### config.mk
export PLATFORM = sky130hd
export DESIGN_NAME = bomb_manager
export DESIGN_NICKNAME = d
export VERILOG_FILES = /design/src/rtl/bomb_pkg.sv /design/src/rtl/bomb_slot_bank.sv /design/src/rtl/bomb_manager.sv
export SDC_FILE = /design/constraint.sdc
export NUM_CORES = 1
export LEC_CHECK = 0
export CAP_MARGIN = 20
export CORE_ASPECT_RATIO = 1.4
export CORE_UTILIZATION = 40
export DETAILED_ROUTE_END_ITERATION = 7
export PLACE_DENSITY_LB_ADDON = 0.08
export SLEW_MARGIN = 20
export SYNTH_ARGS = -nofsm -noshare
export SYNTH_HDL_FRONTEND = slang
export SYNTH_SLANG_ARGS = --single-unit
### constraint.sdc
create_clock -name clk -period 6.2 [get_ports clk]
set_clock_uncertainty 0.15 [all_clocks]
set_input_delay 0.62 -clock clk [delete_from_list [all_inputs] [get_ports clk]]
set_output_delay 0.62 -clock clk [all_outputs]
set_load 0.02 [all_outputs]
### src/rtl/bomb_pkg.sv
// rtl/bomb_pkg.sv - shared types and defaults for the bomb manager
// Purpose: slot state encoding, tile/owner types and the default fuse length
//          shared by bomb_manager and bomb_slot_bank.
// Ports:   none (package).
package bomb_pkg;

  typedef enum logic [1:0] {
    IDLE    = 2'd0,
    ARMED   = 2'd1,
    EXPIRED = 2'd2,
    FIRING  = 2'd3
  } slot_state_t;

  // Tile index y*16+x.
  typedef logic [7:0] coord_t;

  typedef logic owner_t;
  localparam owner_t OWNER_P1 = 1'b0;
  localparam owner_t OWNER_P2 = 1'b1;

  localparam int DEFAULT_FUSE_TICKS = 3;

endpackage

### src/rtl/bomb_slot_bank.sv
// rtl/bomb_slot_bank.sv - per-player bomb slots, fuses and slot encoders
// Purpose: holds one player's bomb slots. Loads the lowest IDLE slot on
//          accept, counts fuses down on tick, hands the lowest EXPIRED slot
//          to the output arbiter and frees the FIRING slot on handshake.
// Ports:   clk, rst          clock, async active-high reset
//          tick              game-tick strobe
//          accept/acc_coord  place a bomb in the lowest free slot
//          fire              move the lowest EXPIRED slot to FIRING
//          done              FIRING slot returns to IDLE
//          q0/q1_coord       query tiles for duplicate detection
//          match0/match1     per-slot live-coordinate match vectors
//          has_free          an IDLE slot exists
//          has_expired       an EXPIRED slot exists; exp_coord is its tile
//          live_count        number of non-IDLE slots
module bomb_slot_bank
  import bomb_pkg::*;
#(
  parameter int SLOTS      = 5,
  parameter int FUSE_TICKS = DEFAULT_FUSE_TICKS,
  parameter int FUSE_W     = 4
) (
  input  logic             clk,
  input  logic             rst,
  input  logic             tick,
  input  logic             accept,
  input  logic [7:0]       acc_coord,
  input  logic             fire,
  input  logic             done,
  input  logic [7:0]       q0_coord,
  input  logic [7:0]       q1_coord,
  output logic [SLOTS-1:0] match0,
  output logic [SLOTS-1:0] match1,
  output logic             has_free,
  output logic             has_expired,
  output logic [7:0]       exp_coord,
  output logic [2:0]       live_count
);

  localparam int IDX_W = (SLOTS > 1) ? $clog2(SLOTS) : 1;

  slot_state_t       state [SLOTS];
  coord_t            coord [SLOTS];
  logic [FUSE_W-1:0] fuse  [SLOTS];

  logic [IDX_W-1:0] free_idx;
  logic [IDX_W-1:0] exp_idx;

  // Lowest-index wins: scan downward so the last hit is the lowest.
  always_comb begin
    free_idx    = '0;
    has_free    = 1'b0;
    exp_idx     = '0;
    has_expired = 1'b0;
    live_count  = 3'd0;
    match0      = '0;
    match1      = '0;
    for (int i = SLOTS - 1; i >= 0; i--) begin
      if (state[i] == IDLE) begin
        free_idx = IDX_W'(i);
        has_free = 1'b1;
      end
      if (state[i] == EXPIRED) begin
        exp_idx     = IDX_W'(i);
        has_expired = 1'b1;
      end
      if (state[i] != IDLE) begin
        live_count = live_count + 3'd1;
        match0[i]  = (coord[i] == q0_coord);
        match1[i]  = (coord[i] == q1_coord);
      end
    end
  end

  assign exp_coord = coord[exp_idx];

  always_ff @(posedge clk or posedge rst) begin
    if (rst) begin
      for (int i = 0; i < SLOTS; i++) begin
        state[i] <= IDLE;
        coord[i] <= '0;
        fuse[i]  <= '0;
      end
    end else begin
      for (int i = 0; i < SLOTS; i++) begin
        case (state[i])
          IDLE: begin
            if (accept && free_idx == IDX_W'(i)) begin
              state[i] <= ARMED;
              coord[i] <= acc_coord;
              fuse[i]  <= FUSE_W'(FUSE_TICKS);
            end
          end
          ARMED: begin
            if (tick) begin
              fuse[i] <= fuse[i] - FUSE_W'(1);
              if (fuse[i] <= FUSE_W'(1)) state[i] <= EXPIRED;
            end
          end
          EXPIRED: begin
            if (fire && exp_idx == IDX_W'(i)) state[i] <= FIRING;
          end
          FIRING: begin
            // Only one slot system-wide can be FIRING, so done needs no index.
            if (done) state[i] <= IDLE;
          end
          default: state[i] <= IDLE;
        endcase
      end
    end
  end

endmodule

### src/rtl/bomb_manager.sv
// rtl/bomb_manager.sv - bomb placement, fuse tracking and explosion events
// Purpose: edge-detects player bomb requests, resolves duplicates and
//          same-tile conflicts, tracks fuses in two slot banks and issues
//          explosion events through a one-entry valid/ready output register.
// Ports:   clk, rst                     clock, async active-high reset
//          tick                         game-tick strobe
//          p1/p2_set_bomb, _coordinate  placement requests
//          bomb_num_1/2                 live bomb count per player
//          p1/p2_reject                 one-cycle request-dropped pulse
//          explode_valid/ready          explosion event handshake
//          explode_coord/owner          tile and owner of the event
module bomb_manager
  import bomb_pkg::*;
#(
  parameter int SLOTS      = 5,
  parameter int FUSE_TICKS = DEFAULT_FUSE_TICKS,
  parameter int FUSE_W     = 4
) (
  input  logic       clk,
  input  logic       rst,
  input  logic       tick,
  input  logic       p1_set_bomb,
  input  logic [7:0] p1_coordinate,
  input  logic       p2_set_bomb,
  input  logic [7:0] p2_coordinate,
  output logic [2:0] bomb_num_1,
  output logic [2:0] bomb_num_2,
  output logic       p1_reject,
  output logic       p2_reject,
  output logic       explode_valid,
  input  logic       explode_ready,
  output logic [7:0] explode_coord,
  output logic       explode_owner
);

  logic   p1_set_q, p1_set_qq, p2_set_q, p2_set_qq;
  coord_t p1_coord_q, p2_coord_q;

  logic [SLOTS-1:0] b1_m0, b1_m1, b2_m0, b2_m1;
  logic             b1_free, b2_free, b1_exp, b2_exp;
  coord_t           b1_exp_coord, b2_exp_coord;
  logic [2:0]       b1_count, b2_count;

  logic p1_rise, p2_rise, p1_ok, p2_ok;
  logic fire1, fire2, done1, done2, handshake;

  assign p1_rise = p1_set_q & ~p1_set_qq;
  assign p2_rise = p2_set_q & ~p2_set_qq;

  // A tile may hold only one live bomb across both players; on a same-cycle
  // collision player 1 wins.
  assign p1_ok = p1_rise & b1_free & ~(|b1_m0) & ~(|b2_m0);
  assign p2_ok = p2_rise & b2_free & ~(|b1_m1) & ~(|b2_m1)
               & ~(p1_ok && p1_coord_q == p2_coord_q);

  // Arbiter runs only while the output register is empty; p1 has priority.
  assign fire1     = ~explode_valid & b1_exp;
  assign fire2     = ~explode_valid & ~b1_exp & b2_exp;
  assign handshake = explode_valid & explode_ready;
  assign done1     = handshake & (explode_owner == OWNER_P1);
  assign done2     = handshake & (explode_owner == OWNER_P2);

  bomb_slot_bank #(.SLOTS(SLOTS), .FUSE_TICKS(FUSE_TICKS), .FUSE_W(FUSE_W)) u_bank_p1 (
    .clk        (clk),
    .rst        (rst),
    .tick       (tick),
    .accept     (p1_ok),
    .acc_coord  (p1_coord_q),
    .fire       (fire1),
    .done       (done1),
    .q0_coord   (p1_coord_q),
    .q1_coord   (p2_coord_q),
    .match0     (b1_m0),
    .match1     (b1_m1),
    .has_free   (b1_free),
    .has_expired(b1_exp),
    .exp_coord  (b1_exp_coord),
    .live_count (b1_count)
  );

  bomb_slot_bank #(.SLOTS(SLOTS), .FUSE_TICKS(FUSE_TICKS), .FUSE_W(FUSE_W)) u_bank_p2 (
    .clk        (clk),
    .rst        (rst),
    .tick       (tick),
    .accept     (p2_ok),
    .acc_coord  (p2_coord_q),
    .fire       (fire2),
    .done       (done2),
    .q0_coord   (p1_coord_q),
    .q1_coord   (p2_coord_q),
    .match0     (b2_m0),
    .match1     (b2_m1),
    .has_free   (b2_free),
    .has_expired(b2_exp),
    .exp_coord  (b2_exp_coord),
    .live_count (b2_count)
  );

  always_ff @(posedge clk or posedge rst) begin
    if (rst) begin
      p1_set_q      <= 1'b0;
      p1_set_qq     <= 1'b0;
      p2_set_q      <= 1'b0;
      p2_set_qq     <= 1'b0;
      p1_coord_q    <= '0;
      p2_coord_q    <= '0;
      p1_reject     <= 1'b0;
      p2_reject     <= 1'b0;
      bomb_num_1    <= 3'd0;
      bomb_num_2    <= 3'd0;
      explode_valid <= 1'b0;
      explode_coord <= '0;
      explode_owner <= OWNER_P1;
    end else begin
      p1_set_q   <= p1_set_bomb;
      p1_set_qq  <= p1_set_q;
      p2_set_q   <= p2_set_bomb;
      p2_set_qq  <= p2_set_q;
      p1_coord_q <= p1_coordinate;
      p2_coord_q <= p2_coordinate;
      p1_reject  <= p1_rise & ~p1_ok;
      p2_reject  <= p2_rise & ~p2_ok;
      bomb_num_1 <= b1_count;
      bomb_num_2 <= b2_count;
      // The empty cycle after each handshake comes from the arbiter only
      // looking at the register once explode_valid is low.
      if (explode_valid) begin
        if (explode_ready) explode_valid <= 1'b0;
      end else if (b1_exp) begin
        explode_valid <= 1'b1;
        explode_coord <= b1_exp_coord;
        explode_owner <= OWNER_P1;
      end else if (b2_exp) begin
        explode_valid <= 1'b1;
        explode_coord <= b2_exp_coord;
        explode_owner <= OWNER_P2;
      end
    end
  end

endmodule

* Word-level counts from Yosys, hierarchy flattened
Cells that the tools add are included.
** Cells by class
- Muxes and demuxes :: 166
- Equal/unequal tests :: 117
- Add/sub/neg operators :: 18
- Reductions and logical operators :: 91
- $lt $le $gt $ge :: 12
- Bitwise logic cells :: 31
** Operators by type and width (count)
- $eq 8x8->1 :: 21
- $mux 2 :: 42
- $mux 3 :: 28
- $mux 4 :: 20
- $ne 2x2->1 const B :: 40
- $pmux 2 s4 :: 10
- $pmux 4 s2 :: 10
- $reduce_and 5->1 :: 10
- $bmux 8 s3 :: 2
- $mux 1 :: 48
- $mux 8 :: 6
- $reduce_bool 2->1 :: 21
- $eq 2x2->1 const B :: 20
- $le 4x1->1 const B :: 10
- $sub 4x1->4 const B :: 10
- $reduce_and 3->1 :: 10
- $eq 3x2->1 const B :: 8
- $reduce_and 2->1 :: 11
- $logic_and 1x1->1 :: 21
- $eq 2x1->1 const B :: 10
- $logic_not 2->1 :: 10
- $ne 2x1->1 const B :: 10
- $reduce_or 5->1 :: 4
- $add 3x1->3 const B :: 6
- other kinds (8) :: 47
** Storage, ports and cells
- Input port bits :: 22
- Word-level logic and storage cells :: 478
- Bits in registers :: 178
- Output and inout port bits :: 18

* Logic depth before layout (Yosys ltp)
Gate-level depths: netlist of the first run.
- Depth after elaboration :: 15
- Depth in mapped cells :: 15
- Gate-level depth less buffers :: 12

* By module
Synthesis of the first run repeated with hierarchy kept, for this count alone.
** Unflattened totals
- Cell total of the unflattened synthesis :: 1148
- Area, all modules :: 11622.4 µm²
** Modules (own cells, without submodules)
- bomb_slot_bank (u_bank_p1) :: cells each 524, area an instance 5148.7 µm², times used 1, sequential area each 1751.7 µm²
- bomb_slot_bank (u_bank_p2) :: cells each 526, area an instance 5098.6 µm², times used 1, sequential area each 1751.7 µm²
- bomb_manager :: cells each 98, area an instance 1375.1 µm², times used 1, sequential area each 950.9 µm²

* Worst setup path after synthesis of the first run
Ideal clock, no wire load.
- Path kind :: register -> register
- From :: register u_bank_p1.state[0] in the netlist's numbering
- To :: register u_bank_p2.coord[36] in the netlist's numbering
- Cell stages (with the launch flop) :: 15
- Setup time :: 125 ps
- Period minus slack after synthesis :: 3607 ps
- Buffers on the path :: 2
- Path slack :: 2593 ps
- Data required time :: 5925 ps
- Arrival time :: 3332 ps
- Cell sequence :: dfrtp_1 -> inv_1 -> ha_1 -> clkbuf_1 -> inv_1 -> ha_1 -> nor2b_1 -> a211o_1 -> a31o_1 -> nor3_1 -> or4b_4 -> buf_6 -> and2_1 -> nand2_2 -> mux2_2
** Between the ends
- Longest elaborated chain between the ends :: 14
- Elaborated cells on any way between the ends :: 23
- Those cells by class :: mux (7); bitwise (9); reduce/logical (7)
** RTL lines
- from (decl) :: line bomb_slot_bank.sv:41 : slot_state_t state [SLOTS];
- from (signal, indexed assignment) :: line bomb_slot_bank.sv:79 : state[i] <= IDLE;
- from (signal, indexed assignment) :: line bomb_slot_bank.sv:88 : state[i] <= ARMED;
- from (signal, indexed assignment) :: line bomb_slot_bank.sv:96 : if (fuse[i] <= FUSE_W'(1)) state[i] <= EXPIRED;
- $logic_not 2->1 :: line bomb_slot_bank.sv:58 : if (state[i] == IDLE) begin
- $mux 1 (5 in series) :: line bomb_slot_bank.sv:58
- $and 1x1->1 (3 in series) :: line bomb_manager.sv:52 : assign p1_ok = p1_rise & b1_free & ~(|b1_m0) & ~(|b2_m0);
- $logic_and 1x1->1 :: line bomb_manager.sv:54 : & ~(p1_ok && p1_coord_q == p2_coord_q);
- $not 1->1 :: line bomb_manager.sv:54
- $and 1x1->1 (*) :: line bomb_manager.sv:54
- $logic_and 1x1->1 (*) :: line bomb_slot_bank.sv:87 : if (accept && free_idx == IDX_W'(i)) begin
- $reduce_and 2->1 (no source line) (*)
- to (signal, indexed assignment) :: line bomb_slot_bank.sv:89 : coord[i] <= acc_coord;
- to (decl) :: line bomb_slot_bank.sv:42 : coord_t coord [SLOTS];
Every way passes the cells marked *; elsewhere a longest branch is shown, timed or not.
A chain may end at the register's enable or synchronous reset.

* Final worst setup path of the first run
- From :: register u_bank_p1.state[2] in the netlist's numbering
- To :: register u_bank_p1.coord[5] in the netlist's numbering
** Between the ends
- Longest elaborated chain between the ends :: 10
- Elaborated cells on any way between the ends :: 19
- Those cells by class :: eq/ne (1); mux (9); bitwise (4); reduce/logical (5)
** RTL lines (line)
- $logic_not 2->1 :: bomb_slot_bank.sv:58
- $mux 1 (4 in series) :: bomb_slot_bank.sv:58
- $and 1x1->1 (3 in series) :: bomb_manager.sv:52
- $logic_and 1x1->1 (*) :: bomb_slot_bank.sv:87
- $reduce_and 2->1 (no source line) (*)
- to (signal, indexed assignment) :: bomb_slot_bank.sv:89
- to (decl) :: bomb_slot_bank.sv:42
Marks and branches as above.

==> flow_summary.ini, run 1 <==
[synthesis]
yosysWarnings = 0
synthDistinctLibCells = 79
ys_seq_elements = 178
synth.area.top_cells = dfrtp_1 (37%), xor2_1 (8.9%), ha_1 (7.5%), mux2_2 (5.8%), xnor2_1 (4.0%)
synth_edf_count = 0
async_reset_ff_frac = 1.00
yosysTopAreaCell = dfrtp_1
syn_inst = 1240
ys.flop_type = dfrtp_1
netlist_area_mm2 = 0.0122
netlist.area_leader.share = 0.366
ys_seq_area_frac = 0.366
synthesis.nets = 1335
synth_area_per_cell_um2 = 9.80

[status]
status = complete, no violations

[power_and_ir_drop]
ir_worst_vdd_v = 0.000200
p_leak_nw = 5.94
fin_total_pwr_mw = 7.20
power_density_mw_per_mm2 = 543

[grt]
grt_pass1_wl_mm = 52.2
antenna_found_initial = 0
grt.overflow.total = 0
grt_usage = 0.223
grt_pass1_vias = 8930
grt_max_degree = 122

[detailed_routing]
via_per_inst = 5.55
vias = 9027
wl_mm = 33.0
drc = 0
ant_nets = 0
drtIter0Drc = 600
routedWlPerCell_um = 20.3
drtPass1Iterations = 5

[layout]
drive_above_1_share = 0.111
num_antenna_cells = 0
nets = 1324
final_cell_mix = dfrtp_1 (178), xor2_1 (123), nand2_1 (103)
area_growth_pct = 9.16
mostFrequentLayoutCell = dfrtp_1
design_area_mm2 = 0.0133

[sta]
hold_viol = 0
fin_setup_tns_ns = 0
drv_slew = 0
setup_viol_count_final = 0
tightest_slew_ns = 1.06
finalCritPeriodShare = 0.724
rsz0062_at_grt = no
finalCriticalPeriod_ns = 4.49
slew_headroom = 0.292
hold_ws_ns = 0.243
max_freq_ghz = 0.223
fin_ws_ns = 1.71

[clock_tree]
holdBufCountCts = 0
cts_root_buffer = clkbuf_16
cts_tree = yes
clk_pin_slew_worst_paths_ns = 0.08
worstSkewPairLatency_ns = 0.45
clock_sinks = 178
post_cts_buffers = 0
htreeDepth = 4
clk_path_buf_depth = 2
cts_resized = 0
cts_buffers = 17

[die]
start_util = 0.406
die_width_um = 149
num_io_pins = 40
die_area_mm2 = 0.0311
core_mm2 = 0.0299
rows = 75
dieHeight_um = 208

[worst_setup_path]
cp_cell_sequence = inv_1, ha_1, inv_1, ha_1, nor2b_1, a211o_1, a31o_1, nor4_4, nand2_2, or4_1, mux2_4
crit_fanout = 12
r2r_cells = 11
r2r_slack_ns = 1.71
arrival_ns = 4.67
worst_path_max_delay_cell = or4_1
critPathKind = reg -> reg
endpoint_kind = flip-flop
worstPathRequired_ns = 6.38
r2r-end = u_bank_p1.coord[5]
worstSetupEndpoint = u_bank_p1.coord[5]
start_kind = flip-flop
max_stage_delay_ns = 0.81
rr_startpoint = u_bank_p1.state[2]
cp-startpoint = u_bank_p1.state[2]

[placement]
hpwlAfterDp_mm = 23.2
pre_cts_ws_ns = 1.74
port_buffers = 39
place_congestion = 0.826
postPlaceCellArea_mm2 = 0.0126

[run]
maxCapViolCount = 0

[worst_hold_path]
hp-class = reg -> reg
synth_stat cells (all sizes together), types with 8 or more instances:
library cell,instances
xor2,123
mux2,86
and3,18
nand3,21
a31oi,9
xnor2,55
nand4,31
a211oi,12
or3,11
buf,45
nand2b,14
nor2,63
mux2i,13
dfrtp,178
o31ai,16
ha,73
a221oi,17
a221o,8
nand3b,8
a22oi,12
o21ai,36
clkbuf,33
inv,68
nor2b,15
nand2,106
a21oi,35
nor3,32
nor4,27
routing by layer:
layer / vias to the layer above / share of wire / track usage
met5: - / 0 / 0
met4: 0 / 0.026 / 0.0848
met3: 54 / 0.031 / 0.0368
met2: 171 / 0.51 / 0.379
met1: 4469 / 0.44 / 0.281
li1: 4333 / - / -
report_power, final:
part | switching, mW | leakage [nW] | internal, mW | total, mW
Combinational | 2.00 | 3.47 | 1.70 | 3.70
Clock | 0.509 | 0.304 | 0.682 | 1.19
Sequential | 0.648 | 2.17 | 1.67 | 2.31
state kept, by name, indices dropped and copies added, names as in the netlist, 8 cells and up:
register and flops:
u_bank_p1.fuse 20, u_bank_p2.fuse 20, u_bank_p2.coord 40, p1_coord_q 8
explode_coord 8, p2_coord_q 8, u_bank_p2.state 10, u_bank_p1.state 10
u_bank_p1.coord 40
through the flow:
step / instances / util
5_1_grt: 1626 / 0.443
2_1_floorplan: 1240 / -
3_5_place_dp: 1595 / 0.422
3_3_place_gp: 1595 / 0.422
4_1_cts: 1626 / 0.443
6_report: 1626 / 0.443
how the worst min path moves through the flow:
stage | slack (ns) | from | depth (start not counted) | end
floorplan | 0.20 | p1_set_q | 0 | p1_set_qq
global placement | 0.22 | p2_set_q | 0 | p2_set_qq
detailed placement | 0.23 | p2_set_q | 0 | p2_set_qq
CTS | 0.24 | p2_set_q | 0 | p2_set_qq
global route | 0.25 | p2_set_q | 0 | p2_set_qq
finish | 0.24 | p2_set_q | 0 | p2_set_qq
cell families after synthesis:
family | synth area share
AO/OA/AOI/OAI | 0.118
adder cells (fa/ha/maj) | 0.0751
buffers and inverters | 0.0587
AND/OR/NAND/NOR | 0.160
flip-flops | 0.366
multiplexers | 0.0932
XOR/XNOR | 0.128
worst max-delay path: cells and delay by family, from the launching register on:
family / cells / cell delay [ns]
AND/OR/NAND/NOR: 4 / 1.84
flip-flops: 1 / 0.42
buffers and inverters: 2 / 0.32
adder cells (fa/ha/maj): 2 / 0.67
multiplexers: 1 / 0.40
AO/OA/AOI/OAI: 2 / 0.55
area by class of cell:
class	instances	area, µm²
clock buffers	18	429
clock inverters	13	196
fillers	2861	16700
inverters	69	267
multi-input cells	915	6990
flip-flops and latches	178	4450
well taps	385	482
repair buffers	48	453
Power figures use the tool's default switching activity.
==> run 2, diff against run 1 <==
Clock period 6.2 ns to 4.6 ns, I/O delays scaled along.
==> run 2 against run 1 <==
Effect of this change:
- die area is the same
- via count increased by 0.56%
- critical path depth rose by 1
- highest routed layer unchanged
==> flow_summary.ini, run 2 (synthesis results as in run 1) <==
[status]
status = complete, no violations

[sta]
drv_slew = 0
finalCritPeriodShare = 0.879
rsz0062_at_grt = no
tightest_slew_ns = 1.03
slew_headroom = 0.314
finalCriticalPeriod_ns = 4.04
hold_ws_ns = 0.106
setup_viol_count_final = 0
hold_viol = 0
max_freq_ghz = 0.247
fin_setup_tns_ns = 0

[worst_setup_path]
cp_cell_sequence = inv_1, ha_1, inv_1, ha_1, nor2b_1, a211o_1, a31o_1, nor3_1, or4b_4, nand4_1, or2_1, mux2_2
critPathBufInv = 2
start_kind = flip-flop
worstPathRequired_ns = 4.78
max_stage_delay_ns = 0.62
endpoint_kind = flip-flop
crit_fanout = 11
cp_top_family = simple AND/OR/NAND/NOR gates
arrival_ns = 4.22
critPathKind = reg -> reg
worst_path_max_delay_cell = or4b_4

[detailed_routing]
via_per_inst = 5.52
wl_mm = 33.4
drc = 0
ant_nets = 0
routedWlPerCell_um = 20.3
drtPass1Iterations = 5
drtIter0Drc = 541
vias = 9078

[grt]
grt_pass1_vias = 9160
grt_max_degree = 82
grt.overflow.total = 0
grt_pass1_wl_mm = 53.3
antenna_found_initial = 0
grt_usage = 0.228

[layout]
final_cell_mix = dfrtp_1 (178), xor2_1 (123), nand2_1 (103)
reg.largest.list = u_bank_p1.coord (40), u_bank_p2.coord (40)
multi_input_area_mm2 = 0.00699
mostFrequentLayoutCell = dfrtp_1
nets = 1343
design_area_mm2 = 0.0134
final_core_util = 0.447
fill_cells = 2904
drive_above_1_share = 0.125
area_growth_pct = 9.98
num_antenna_cells = 0
regArea_mm2 = 0.00445

[power_and_ir_drop]
p_leak_nw = 6.01
ir_worst_vdd_v = 0.000269
power_density_mw_per_mm2 = 716

[die]
num_io_pins = 40
dieHeight_um = 208
die_width_um = 149
start_util = 0.406
rows = 75
die_area_mm2 = 0.0311
core_mm2 = 0.0299

[clock_tree]
cts_tree = yes
clk_pin_slew_worst_paths_ns = 0.07
post_cts_buffers = 0
cts_buffers = 17
holdBufCountCts = 0
clock_sinks = 178
htreeDepth = 4
clk_path_buf_depth = 2
worstSkewPairLatency_ns = 0.45
cts_root_buffer = clkbuf_16
cts_resized = 0

[placement]
port_buffers = 39
hpwlAfterDp_mm = 24.0
place_congestion = 0.865
postPlaceCellArea_mm2 = 0.0128

[worst_hold_path]
hp-class = in -> async

[run]
maxCapViolCount = 0
-- run 2: cell count changes in the layout (fill, tap and decap cells not counted), sizes merged --
cell,before,now
buf,10,29
bufinv,4,1
clkbuf,18,22
clkinv,3,5
clkinvlp,1,4
inv,74,69
-- run 2: final cells by class --
cell class / count / share of cell area
Clock buffer: 22 / 0.0355
Clock inverter: 10 / 0.00749
Inverter: 69 / 0.0197
Multi-Input combinational cell: 915 / 0.523
Sequential cell: 178 / 0.333
Tap cell: 385 / 0.0360
Timing Repair Buffer: 67 / 0.0455
-- run 2: metrics by stage --
stage               std cells  power, mW  setup slack (ns)
floorplan                1240       6.75             0.993
global placement         1614       8.10             0.645
detailed placement       1614       8.16             0.559
CTS                      1646       9.67             0.540
global route             1646       10.4             0.266
finish                   1646       9.58             0.557
-- run 2: final timing paths --
| path | cells after the start | slack (ns) | startpoint | endpoint |
|---|---|---|---|---|
| max | 12 | 0.56 | u_bank_p1.state[2] | u_bank_p2.coord[6] |
| min | 2 | 0.11 | rst | u_bank_p2.fuse[10] |
| max reg2reg | 12 | 0.56 | u_bank_p1.state[2] | u_bank_p2.coord[6] |
| min reg2reg | 0 | 0.23 | p1_set_q | p1_set_qq |
| max in group asynchronous | 3 | 3.34 | rst | u_bank_p1.coord[19] |
| min in group clk | 0 | 0.23 | p1_set_q | p1_set_qq |
-- run 2: per-layer routing --
layer	global-route usage	wire, µm
met5	0	0
met2	0.389	16900
met3	0.0329	758
met4	0.0915	967
met1	0.285	14800
-- run 2: report_power, final --
part,switching (mW),internal (mW),total [mW]
logic,2.68,2.33,5.01
clock network,0.665,0.794,1.46
registers,0.866,2.25,3.11
total,4.21,5.37,9.58
-- run 2: worst register-to-register path, stage by stage, from the launching register on --
cell	delay, ns
dfrtp_1	0.41
inv_1	0.09
ha_1	0.37
inv_1	0.23
ha_1	0.26
nor2b_1	0.14
a211o_1	0.32
a31o_1	0.23
nor3_1	0.20
or4b_4	0.62
nand4_1	0.19
or2_1	0.34
mux2_2	0.38
